File: src/rtl/rptr_aempty_lvl.sv
// Read-side pointer/status for the async FIFO: binary and Gray read pointers,
// registered empty, almost-empty, fill level and sticky underflow.
module rptr_aempty_lvl #(
    parameter int unsigned ADDR_WIDTH    = 4,
    parameter int unsigned AEMPTY_THRESH = 2
) (
    input  logic                  rclk,
    input  logic                  rrst_n,
    input  logic                  rinc,
    input  logic [ADDR_WIDTH:0]   rq2_wptr,
    input  logic                  runderflow_clr,
    output logic [ADDR_WIDTH-1:0] raddr,
    output logic [ADDR_WIDTH:0]   rptr,
    output logic                  rempty,
    output logic                  raempty,
    output logic [ADDR_WIDTH:0]   rlevel,
    output logic                  runderflow
);

    localparam int unsigned PW = ADDR_WIDTH + 1;
    localparam logic [PW-1:0] THRESH = PW'(AEMPTY_THRESH);

    logic [PW-1:0] rbin_q, rbin_d;
    logic [PW-1:0] rptr_q, rptr_d;
    logic [PW-1:0] rlevel_q, rlevel_d;
    logic [PW-1:0] wbin;
    logic          rempty_q, rempty_d;
    logic          raempty_q, raempty_d;
    logic          runderflow_q, runderflow_d;
    logic          rpop;

    always_comb begin
        wbin = '0;
        wbin[PW-1] = rq2_wptr[PW-1];
        for (int i = PW - 2; i >= 0; i--) begin
            wbin[i] = wbin[i+1] ^ rq2_wptr[i];
        end
    end

    always_comb begin
        rpop       = rinc & ~rempty_q;
        rbin_d     = rbin_q + {{(PW-1){1'b0}}, rpop};
        rptr_d     = (rbin_d >> 1) ^ rbin_d;
        rempty_d   = (rptr_d == rq2_wptr);
        // Modulo subtraction keeps the level correct across pointer wrap.
        rlevel_d   = wbin - rbin_d;
        raempty_d  = (rlevel_d <= THRESH);
        // A new underflow takes priority over a simultaneous clear.
        runderflow_d = (rinc & rempty_q) | (runderflow_q & ~runderflow_clr);
    end

    always_ff @(posedge rclk or negedge rrst_n) begin
        if (!rrst_n) begin
            rbin_q       <= '0;
            rptr_q       <= '0;
            rlevel_q     <= '0;
            rempty_q     <= 1'b1;
            raempty_q    <= 1'b1;
            runderflow_q <= 1'b0;
        end else begin
            rbin_q       <= rbin_d;
            rptr_q       <= rptr_d;
            rlevel_q     <= rlevel_d;
            rempty_q     <= rempty_d;
            raempty_q    <= raempty_d;
            runderflow_q <= runderflow_d;
        end
    end

    assign raddr      = rbin_q[ADDR_WIDTH-1:0];
    assign rptr       = rptr_q;
    assign rempty     = rempty_q;
    assign raempty    = raempty_q;
    assign rlevel     = rlevel_q;
    assign runderflow = runderflow_q;

endmodule

File: config.mk
export PLATFORM = sky130hd
export DESIGN_NAME = rptr_aempty_lvl
export DESIGN_NICKNAME = d
export VERILOG_FILES = /design/src/rtl/rptr_aempty_lvl.sv
export SDC_FILE = /design/constraint.sdc
export NUM_CORES = 1
export LEC_CHECK = 0
export ABC_AREA = 0
export CAP_MARGIN = 20
export CELL_PAD_IN_SITES_DETAIL_PLACEMENT = 2
export CELL_PAD_IN_SITES_GLOBAL_PLACEMENT = 2
export CORE_MARGIN = 2
export CORE_UTILIZATION = 30
export DETAILED_ROUTE_END_ITERATION = 7
export GPL_ROUTABILITY_DRIVEN = 0
export PLACE_DENSITY = 0.82
export SYNTH_ARGS = -nofsm -noshare
export SYNTH_HDL_FRONTEND = slang
export SYNTH_SLANG_ARGS = --single-unit
File: constraint.sdc
create_clock -name rclk -period 2.85 [get_ports rclk]
set_clock_uncertainty 0.1 [all_clocks]
set_input_delay 0.285 -clock rclk [delete_from_list [all_inputs] [get_ports rclk]]
set_output_delay 0.285 -clock rclk [all_outputs]
set_load 0.05 [all_outputs]
==> impl_results.md, run 1 <==
- Max Clock Freq: between 0.3 and 0.4 GHz
- Die span in y: 59.14 um
- Largest net degree at the start of global routing: 18
- Vias per cell: 4.741
- Dpl hpwl: 1894 um
- Synth Cell Area: 912.1 um^2
- Hold Fails Final Rpt: 0
- Number of DRC markers in iteration 0: 7
- DRC: 0
- Core box area: 2978 um^2
- Final Net Count: about 130
- Total grt overflow: 0
- First-pass GRT wire length: ~3800 um
- Sink Count: 17
- Die area: 3498 um^2
- Final Instance Area: approximately 1400 um^2
- Synth Area per Inst: 12.49 um^2
- CTS clk-pin slew, worst paths: between 100 and 150 ps
- Antenna violations before repair: 0
- Mapped Nets: 89
- Max-slew violation count: 0
- DR WL/cell: between 15 and 20 um
- Max Cap Viol: 0
- Distinct cells, synth: 22
- N_diodes: 0
- Worst slew margin: 0.4596
- Row cnt: 20
- Most frequent cells in the layout: 25 x clkdlybuf4s50_1, 15 x dfrtp_1, 12 x xnor2_1
- Final worst path period share: 0.9696
- Hold crit path type: primary input to async pin
- Root buffer cell: clkbuf_4
- Port Buffers: 25
- Critical path launch point type: primary input
- Htree depth: 1
- Mapped Cells: 73
- Die X: slightly below 60 um
- Starting density of the core: 0.3063
- TritonCTS clock tree: built
- Status: finished clean
- Final instance count without filler cells: 143
- Final wirelength: 2623 um
- Detailed-route via count: between 600 and 700
- IO Pins: 26
- CP max FO: 2
- Period minus WS final: 2763 ps
- Deepest clock path buffer count: 2
- Area after DPL: between 1000 and 1500 um^2
- Post-CTS Setup Inserts: 0
- Post-route ant nets: 0
- Share of cells above drive strength 1: 0.2273
- DRT Pass-1 Iters: 2
- Total GRT Usage: 0.1533
- Inserted Clock Buffers: 3
- Critical path endpoint category: flop
- Flops & latches, synth: 17
- Area Growth Syn to Fin: 48.70%
- Required @ worst endpoint: a little under 3000 ps
- Ys Warns: 0
- WS Path Type: primary input to flop
- Placed Cells incl. Taps: 139
- Worst slew pin tran: a little over 800 ps
- Sequential area share after synthesis: 0.4691
- Most common cell after layout, fill and taps aside: clkdlybuf4s50_1
- Worst EP arrival: about 2900 ps
- Fillers: around 310
- Vias in the first global route: 760
- Setup-failing EPs final: 0
- Clk_lat worst skew: 300 ps
-- through the flow --
step	worst slack, ps	utilization	hold WS (ps)	setup TNS (ps)
after floorplan	201.9	-	-110.6	0
after global placement	-171.3	0.4244	416.1	-171.3
after detailed placement	-358.8	0.4244	426.5	-435.7
after CTS	32.56	0.4378	367.6	0
after global routing	-7.269	0.4555	387.2	-7.269
final	86.51	0.4555	335.0	0
-- sequential cells by signal, summed over array words and instances, names as in the netlist --
name / count
runderflow: 1
rbin_q: 5
raempty: 1
rptr: 4
rempty: 1
rlevel: 5
-- timing repair --
action | in CTS | in global routing
gates resized for setup | 3 | 6
pin swaps | 5 | 3
setup endpoints to repair | 1 | 1
hold buffers | 0 | 0
-- worst paths after layout --
path / startpoint / cells after the start / endpoint / slack, ps
worst max-delay path: rq2_wptr[4] / 10 / raempty / 90
worst min-delay path: rrst_n / 1 / rbin_q[3] / 340
worst max register to register: rempty / 9 / raempty / 340
worst min register to register: rempty / 2 / runderflow / 430
max in group asynchronous: rrst_n / 1 / rlevel[2] / 1800
min in group rclk: rempty / 2 / runderflow / 430
-- area by class of cell --
class / count / area, um^2 / share of cell area
multi-input cells: 47 / 508.0 / 0.3745
flip-flops and latches: 17 / 427.9 / 0.3155
repair buffers: 35 / 325.3 / 0.2399
well taps: 33 / 41.29 / 0.03044
inverters: 7 / 26.28 / 0.01937
clock buffers: 3 / 22.52 / 0.01661
clock inverters: 1 / 5.005 / 0.003690
-- cell usage after synthesis --
library cell   n  area share
a31oi_1        1      0.0069
and4b_1        1       0.011
a21o_1         2       0.016
buf_4          2       0.016
nand2_1        2      0.0082
nand3_1        2       0.011
xnor2_1       15        0.14
xor2_1         6       0.058
a311oi_1       1      0.0096
o21ai_0        1      0.0055
a2111oi_2      1       0.016
nand4_1        1      0.0069
fa_1           1       0.022
inv_1          7       0.029
xor3_1         1       0.026
dfstp_2        2       0.058
a21oi_1        2       0.011
ha_1           6       0.082
nor2b_1        2       0.014
and3b_1        1      0.0096
xor3_2         1       0.027
dfrtp_1       15        0.41
-- worst max-delay path: stages --
cell and delay [ps]:
clkdlybuf4s50_1 480, xor3_2 510, xor2_4 190, xnor2_2 160, ha_2 210, inv_1 70, fa_2 350, a31oi_2 210
xnor2_2 120, a2111oi_4 280
-- logic make-up (layout without fill, tap and decap cells) --
| kind of cell | after synthesis | in the layout | synth area share |
|---|---|---|---|
| flops | 17 | 17 | 0.4691 |
| fa+ha+maj | 7 | 7 | 0.1043 |
| compound gates | 8 | 8 | 0.06584 |
| xor+xnor | 23 | 23 | 0.2551 |
| simple gates | 9 | 9 | 0.06036 |
| buf+inv | 9 | 46 | 0.04527 |
-- routing by layer --
metal	up-vias	global-route usage	share of wire
li1	314	-	-
met1	343	0.1680	0.38
met2	17	0.2905	0.57
met3	4	0.01965	0.027
met4	0	0.06818	0.019
met5	-	0	0
Power of run 1 is not shown: default switching activity piles up to over one toggle a cycle in this logic, so the estimate is an artifact.
==> run 2: changes to the inputs <==
--- a/config.mk
+++ b/config.mk
@@ -11,3 +11,2 @@
 export CELL_PAD_IN_SITES_GLOBAL_PLACEMENT = 2
-export CORE_MARGIN = 2
 export CORE_UTILIZATION = 30
@@ -19 +18,2 @@
 export SYNTH_SLANG_ARGS = --single-unit
+export TNS_END_PERCENT = 30
==> constraint.sdc (replaced) <==
create_clock -name rclk -period 2.85 [get_ports rclk]
set_clock_uncertainty 0.1 [all_clocks]
set_input_delay 0.4275 -clock rclk [delete_from_list [all_inputs] [get_ports rclk]]
set_output_delay 0.4275 -clock rclk [all_outputs]
set_load 0.05 [all_outputs]
==> run 2 against run 1 <==
Compared with the run above:
- the run now ends with DRC left
- design area rose by 1.6%
- clock-buffer cell count did not move
- non-clock buffer count rose by 5
- first-iteration DRC count rose to 2.9 times the previous value
- setup slack improved by 130 ps
- critical path depth did not move
- die area fell by 6.6%
- sequential share of layout area fell by 0.49 points
- fmax rose by 4.8%
- cell count rose by 2.1%
- via count rose by 2.4%
- largest cell class unchanged
==> impl_results.md, run 2 (synthesis results as in run 1) <==
- Total grt overflow: 0 (unchanged)
- Die area: 3265 um^2 (was 3498 um^2)
- TritonCTS clock tree: built (unchanged)
- CP bufs+invs: 1 (was 2)
- Core box area: 2829 um^2 (was 2978 um^2)
- Worst slew margin: 0.4559 (was 0.4596)
- N_diodes: 0 (unchanged)
- FF+latch area: 427.9 um^2 (unchanged)
- DR top layer: met4 (unchanged)
- Htree depth: 1 (unchanged)
- CTS clk-pin slew, worst paths: 110 ps (about the same)
- Footprint of the multi-input gates: 490.5 um^2 (was 508.0 um^2)
- Total GRT Usage: 0.1818 (was 0.1533)
- CP max FO: 3 (was 2)
- Vias per cell: 4.753 (was 4.741)
- Post-route ant nets: 0 (unchanged)
- Final worst path period share: 0.9251 (was 0.9696)
- Sink Count: 17 (unchanged)
- Met2 routed WL: 1322 um (was 1507 um)
- Hold crit path type: flop to flop (was primary input to async pin)
- Critical path endpoint category: flop (unchanged)
- Fillers: 287 (was 313)
- Final Instance Area: 1378 um^2 (was 1356 um^2)
- Required @ worst endpoint: 2960 ps (was 2950 ps)
- RSZ-0062 raised after global routing: false
- Starting density of the core: 0.3224 (was 0.3063)
- Hold Fails Final Rpt: 0 (unchanged)
- Final Net Count: 132 (was 127)
- Clk_lat worst skew: 300 ps (about the same)
- Max Cap Viol: 0 (unchanged)
- Sequence of cells on the critical path: clkdlybuf4s50_1, nor2b_2, ha_2, nand3_1, xor2_2, ha_1, a21o_1, a31oi_4, xnor2_2, a2111oi_2 (was clkdlybuf4s50_1, xor3_2, xor2_4, xnor2_2, ha_2, inv_1, fa_2, a31oi_2, xnor2_2, a2111oi_4)
- Worst EP arrival: 2740 ps (was 2870 ps)
- Max-slew violation count: 0 (unchanged)
- Share of cells above drive strength 1: 0.2696 (was 0.2273)
- Cts hold-fix bufs: 0 (unchanged)
- DR WL met3: 57 um (was 70 um)
- Reg2reg setup slack: 340 ps (about the same)
- Most common cell after layout, fill and taps aside: clkdlybuf4s50_1 (unchanged)
- WS Path Type: primary input to flop (unchanged)
- Worst path slowest cell: clkdlybuf4s50_1 (was xor3_2)
- Vias in the first global route: 790 (was 760)
- Area after DPL: 1276 um^2 (was 1264 um^2)
- Status: finished, violations left (was finished clean)
- Detailed-route via count: 694 (was 678)
- Port Buffers: 25 (unchanged)
- DRC: 6 (was 0)
- Most frequent cells in the layout: 22 x clkdlybuf4s50_1, 15 x buf_4, 15 x dfrtp_1 (was 25 x clkdlybuf4s50_1, 15 x dfrtp_1, 12 x xnor2_1)
- Hold Path End: runderflow
- Worst r2r path cells: 9 (unchanged)
- Die span in y: 57.14 um (was 59.14 um)
- DR WL/cell: 17.71 um (was 18.34 um)
- First-pass GRT wire length: 4195 um (was 3774 um)
- Final wirelength: 2585 um (was 2623 um)
- Deepest clock path buffer count: 2 (unchanged)
- Inserted Clock Buffers: 3 (unchanged)
- Antenna violations before repair: 0 (unchanged)
- Period minus WS final: 2636 ps (was 2763 ps)
- Hold path start: runderflow
- IO Pins: 26 (unchanged)
- DRT Pass-1 Iters: 5 (was 2)
- Number of DRC markers in iteration 0: 20 (was 7)
- WHS Path Cells: 2
- Setup-failing EPs final: 0 (unchanged)
- Area Growth Syn to Fin: 51.03% (was 48.70%)
- CP top delay family: compound AO/OA/AOI/OAI gates (was XOR/XNOR gates)
- CP max stage delay: 470 ps (was 510 ps)
- Reg-to-Reg End: raempty (unchanged)
- Dpl hpwl: 1955 um (was 1894 um)
- Root buffer cell: clkbuf_4 (unchanged)
- Largest net degree at the start of global routing: 18 (unchanged)
- Die X: 57.14 um (was 59.14 um)
- Failing checks: DRC
- Worst reg2reg startpoint: rempty (unchanged)
- M1 WL: 1123 um (was 994 um)
- Max Clock Freq: 0.3793 GHz (was 0.3619 GHz)
- Critical path launch point type: primary input (unchanged)
- Row cnt: 19 (was 20)
- Worst slew pin tran: 813.6 ps (was 808.1 ps)
==> run 2: cell type report <==
| type | count | share of cell area |
|---|---|---|
| clock buffer | 3 | 0.01635 |
| timing repair buffer | 40 | 0.2661 |
| tap | 31 | 0.02816 |
| inverter | 7 | 0.01907 |
| multi-input combinational | 47 | 0.3560 |
| sequential | 17 | 0.3106 |
| clock inverter | 1 | 0.003633 |
==> run 2: how the worst max path moves through the flow <==
stage | startpoint | slack (ps) | to | cells past startpoint
2_1_floorplan | rq2_wptr[4] | 120 | raempty | 9
3_3_place_gp | rq2_wptr[4] | -310 | raempty | 10
3_5_place_dp | rq2_wptr[4] | -520 | raempty | 10
4_1_cts | rq2_wptr[3] | 1 | raempty | 10
5_1_grt | rinc | 40 | raempty | 9
6_report | rinc | 210 | raempty | 10
==> run 2: routing by layer <==
metal	vias to the layer above	global-route usage
met2	14	0.2975
met5	-	0
met4	0	0.1254
met3	5	0.02041
met1	354	0.2251
li1	321	-
==> run 2: repair_timing <==
item | CTS | global route
setup endpoints to repair | 1 | 1
setup buffers | 2 | 1
endpoints found under the hold margin | 0 | 0
gates resized for setup | 4 | 8
pin swaps | 6 | 5
==> run 2: metrics by stage <==
step           hold slack (ps)  setup slack, ps  std cells  utilization  setup TNS, ps
3_5_place_dp             443.5           -523.1        139       0.4511         -928.4
4_1_cts                  460.4            1.195        145       0.4701              0
2_1_floorplan            31.91            118.9         73            -              0
3_3_place_gp             429.3           -314.0        139       0.4511         -388.0
5_1_grt                  486.7            43.76        146       0.4870              0
6_report                 455.4            213.5        146       0.4870              0
==> run 2: worst min-delay path, stage by stage (launching register included) <==
cell and delay (ps):
dfrtp_1 390, inv_1 50, o21ai_0 80
Power of run 2 is left out for the same reason.
==> run 3: changes to the inputs <==
Settings changed: REMOVE_ABC_BUFFERS set to 1.
==> run 3 against run 2 <==
Compared with the run above:
- the flow still finishes with violations (DRC)
- core utilization is 1.4 points higher
- wire length is 4.3% lower
- die area stayed put
- global-route usage is 1.1 points lower
- worst hold slack worse by 5.1 ps
- sequential share of layout area is 0.88 points lower
- highest routed layer unchanged
==> impl_results.md, run 3 (synthesis results as in run 1) <==
- Number of DRC markers in iteration 0: 25 (was 20)
- Fillers: 287 (unchanged)
- FF+latch area: 427.9 um^2 (unchanged)
- DRC: 7 (was 6)
- Worst reg2reg startpoint: rempty (unchanged)
- Vias in the first global route: 811 (was 790)
- RSZ-0062 raised after global routing: false (unchanged)
- Detailed-route via count: 703 (was 694)
- Worst path slowest cell: xor3_2 (was clkdlybuf4s50_1)
- Core box area: 2829 um^2 (unchanged)
- Worst slew margin: 0.4723 (was 0.4559)
- DR WL/cell: 16.71 um (was 17.71 um)
- Hold slack final: 450.3 ps (was 455.4 ps)
- Fin worst setup slack: 160.9 ps (was 213.5 ps)
- Most common cell after layout, fill and taps aside: clkdlybuf4s50_1 (unchanged)
- Hold path start: rempty (was runderflow)
- Area Growth Syn to Fin: 55.42% (was 51.03%)
- Hold Fails Final Rpt: 0 (unchanged)
- Worst r2r path cells: 9 (unchanged)
- Setup Slack @ Placement: -510.0 ps (was -523.1 ps)
- Crit path launch: rq2_wptr[2] (was rinc)
- Clk_lat worst skew: 300 ps (about the same)
- Critical path launch point type: primary input (unchanged)
- Hold crit path type: flop to flop (unchanged)
- CP top delay family: XOR/XNOR gates (was compound AO/OA/AOI/OAI gates)
- Most frequent cells in the layout: 22 x clkdlybuf4s50_1, 17 x buf_4, 15 x dfrtp_1 (was 22 x clkdlybuf4s50_1, 15 x buf_4, 15 x dfrtp_1)
- Inserted Clock Buffers: 3 (unchanged)
- Die span in y: 57.14 um (unchanged)
- Die X: 57.14 um (unchanged)
- Deepest clock path buffer count: 2 (unchanged)
- Root buffer cell: clkbuf_4 (unchanged)
- Final worst path period share: 0.9436 (was 0.9251)
- First-pass GRT wire length: 4064 um (was 4195 um)
- WS Path Type: primary input to flop (unchanged)
- Setup TNS: 0 ps (unchanged)
- Total grt overflow: 0 (unchanged)
- Max Clock Freq: 0.3719 GHz (was 0.3793 GHz)
- Status: finished, violations left (unchanged)
- IO Pins: 26 (unchanged)
- Final Net Count: 134 (was 132)
- CP max FO: 2 (was 3)
- Period minus WS final: 2689 ps (was 2636 ps)
- Setup-failing EPs final: 0 (unchanged)
- Worst Setup EP: raempty (unchanged)
- Critical path endpoint category: flop (unchanged)
- Fin util: 0.5011 (was 0.4870)
- Reg2reg setup slack: 320 ps (was 340 ps)
- Port Buffers: 25 (unchanged)
- Vias per cell: 4.750 (was 4.753)
- Sequence of cells on the critical path: dlygate4sd2_1, xor3_2, xor2_2, xnor2_1, ha_2, inv_1, fa_2, a31oi_4, xnor2_2, a2111oi_4 (was clkdlybuf4s50_1, nor2b_2, ha_2, nand3_1, xor2_2, ha_1, a21o_1, a31oi_4, xnor2_2, a2111oi_2)
- Final wirelength: 2473 um (was 2585 um)
- Antenna violations before repair: 0 (unchanged)
- DRT Pass-1 Iters: 6 (was 5)
- Worst slew pin tran: 789.0 ps (was 813.6 ps)
- Crit path depth: 10 (unchanged)
- Post-route ant nets: 0 (unchanged)
- Row cnt: 19 (unchanged)
- Reg-to-Reg End: raempty (unchanged)
- Sink Count: 17 (unchanged)
- Starting density of the core: 0.3224 (unchanged)
- Htree depth: 1 (unchanged)
- Largest net degree at the start of global routing: 18 (unchanged)
- Required @ worst endpoint: 2950 ps (was 2960 ps)
- Max-slew violation count: 0 (unchanged)
- Share of cells above drive strength 1: 0.2991 (was 0.2696)
- Cts hold-fix bufs: 0 (unchanged)
- Failing checks: DRC (unchanged)
- Dpl hpwl: 1806 um (was 1955 um)
- TritonCTS clock tree: built (unchanged)
- CTS clk-pin slew, worst paths: 110 ps (about the same)
- Total GRT Usage: 0.1708 (was 0.1818)
- Footprint of the multi-input gates: 519.2 um^2 (was 490.5 um^2)
- N_diodes: 0 (unchanged)
- CP bufs+invs: 2 (was 1)
- Worst EP arrival: 2790 ps (was 2740 ps)
- CP max stage delay: 500 ps (was 470 ps)
- Die area: 3265 um^2 (unchanged)
- Max Cap Viol: 0 (unchanged)
[run 3: layout make-up]
type                    count  area share
flip-flops and latches     17      0.3019
well taps                  31     0.02736
inverters                   7     0.01853
multi-input cells          47      0.3663
repair buffers             42      0.2665
clock inverters             1    0.003530
clock buffers               3     0.01589
[run 3: how the worst min path moves through the flow]
stage / to / slack, ps / cells after the start
CTS: runderflow / 450 / 2
finish: runderflow / 450 / 2
detailed placement: runderflow / 440 / 2
global route: runderflow / 520 / 1
floorplan: rbin_q[0] / 30 / 0
global placement: runderflow / 420 / 2
[run 3: routing by layer]
layer	track usage	up-vias	routed length, um
met1	0.2124	357	1099
li1	-	324	-
met2	0.2941	18	1259
met5	0	-	0
met4	0.08362	0	49
met3	0.02041	4	64
[run 3: worst min-delay path, delay by kind of cell (launching register included)]
| kind | cells | cell delay, ps |
|---|---|---|
| simple gates | 1 | 50 |
| compound gates | 1 | 70 |
| flops | 1 | 390 |
[run 3: what timing repair did]
item / 4_1_cts / 5_1_grt
hold endpoints to repair: 0 / 0
setup buffers: 1 / 1
gates resized for setup: 5 / 10
endpoints found under the setup margin: 1 / 1
pin swaps: 5 / 7
[run 3: metrics by stage]
step,area (um^2),instances
2_1_floorplan,897.1,71
3_3_place_gp,1299,142
3_5_place_dp,1299,142
4_1_cts,1344,147
5_1_grt,1418,148
6_report,1418,148
Power of run 3 is left out for the same reason.
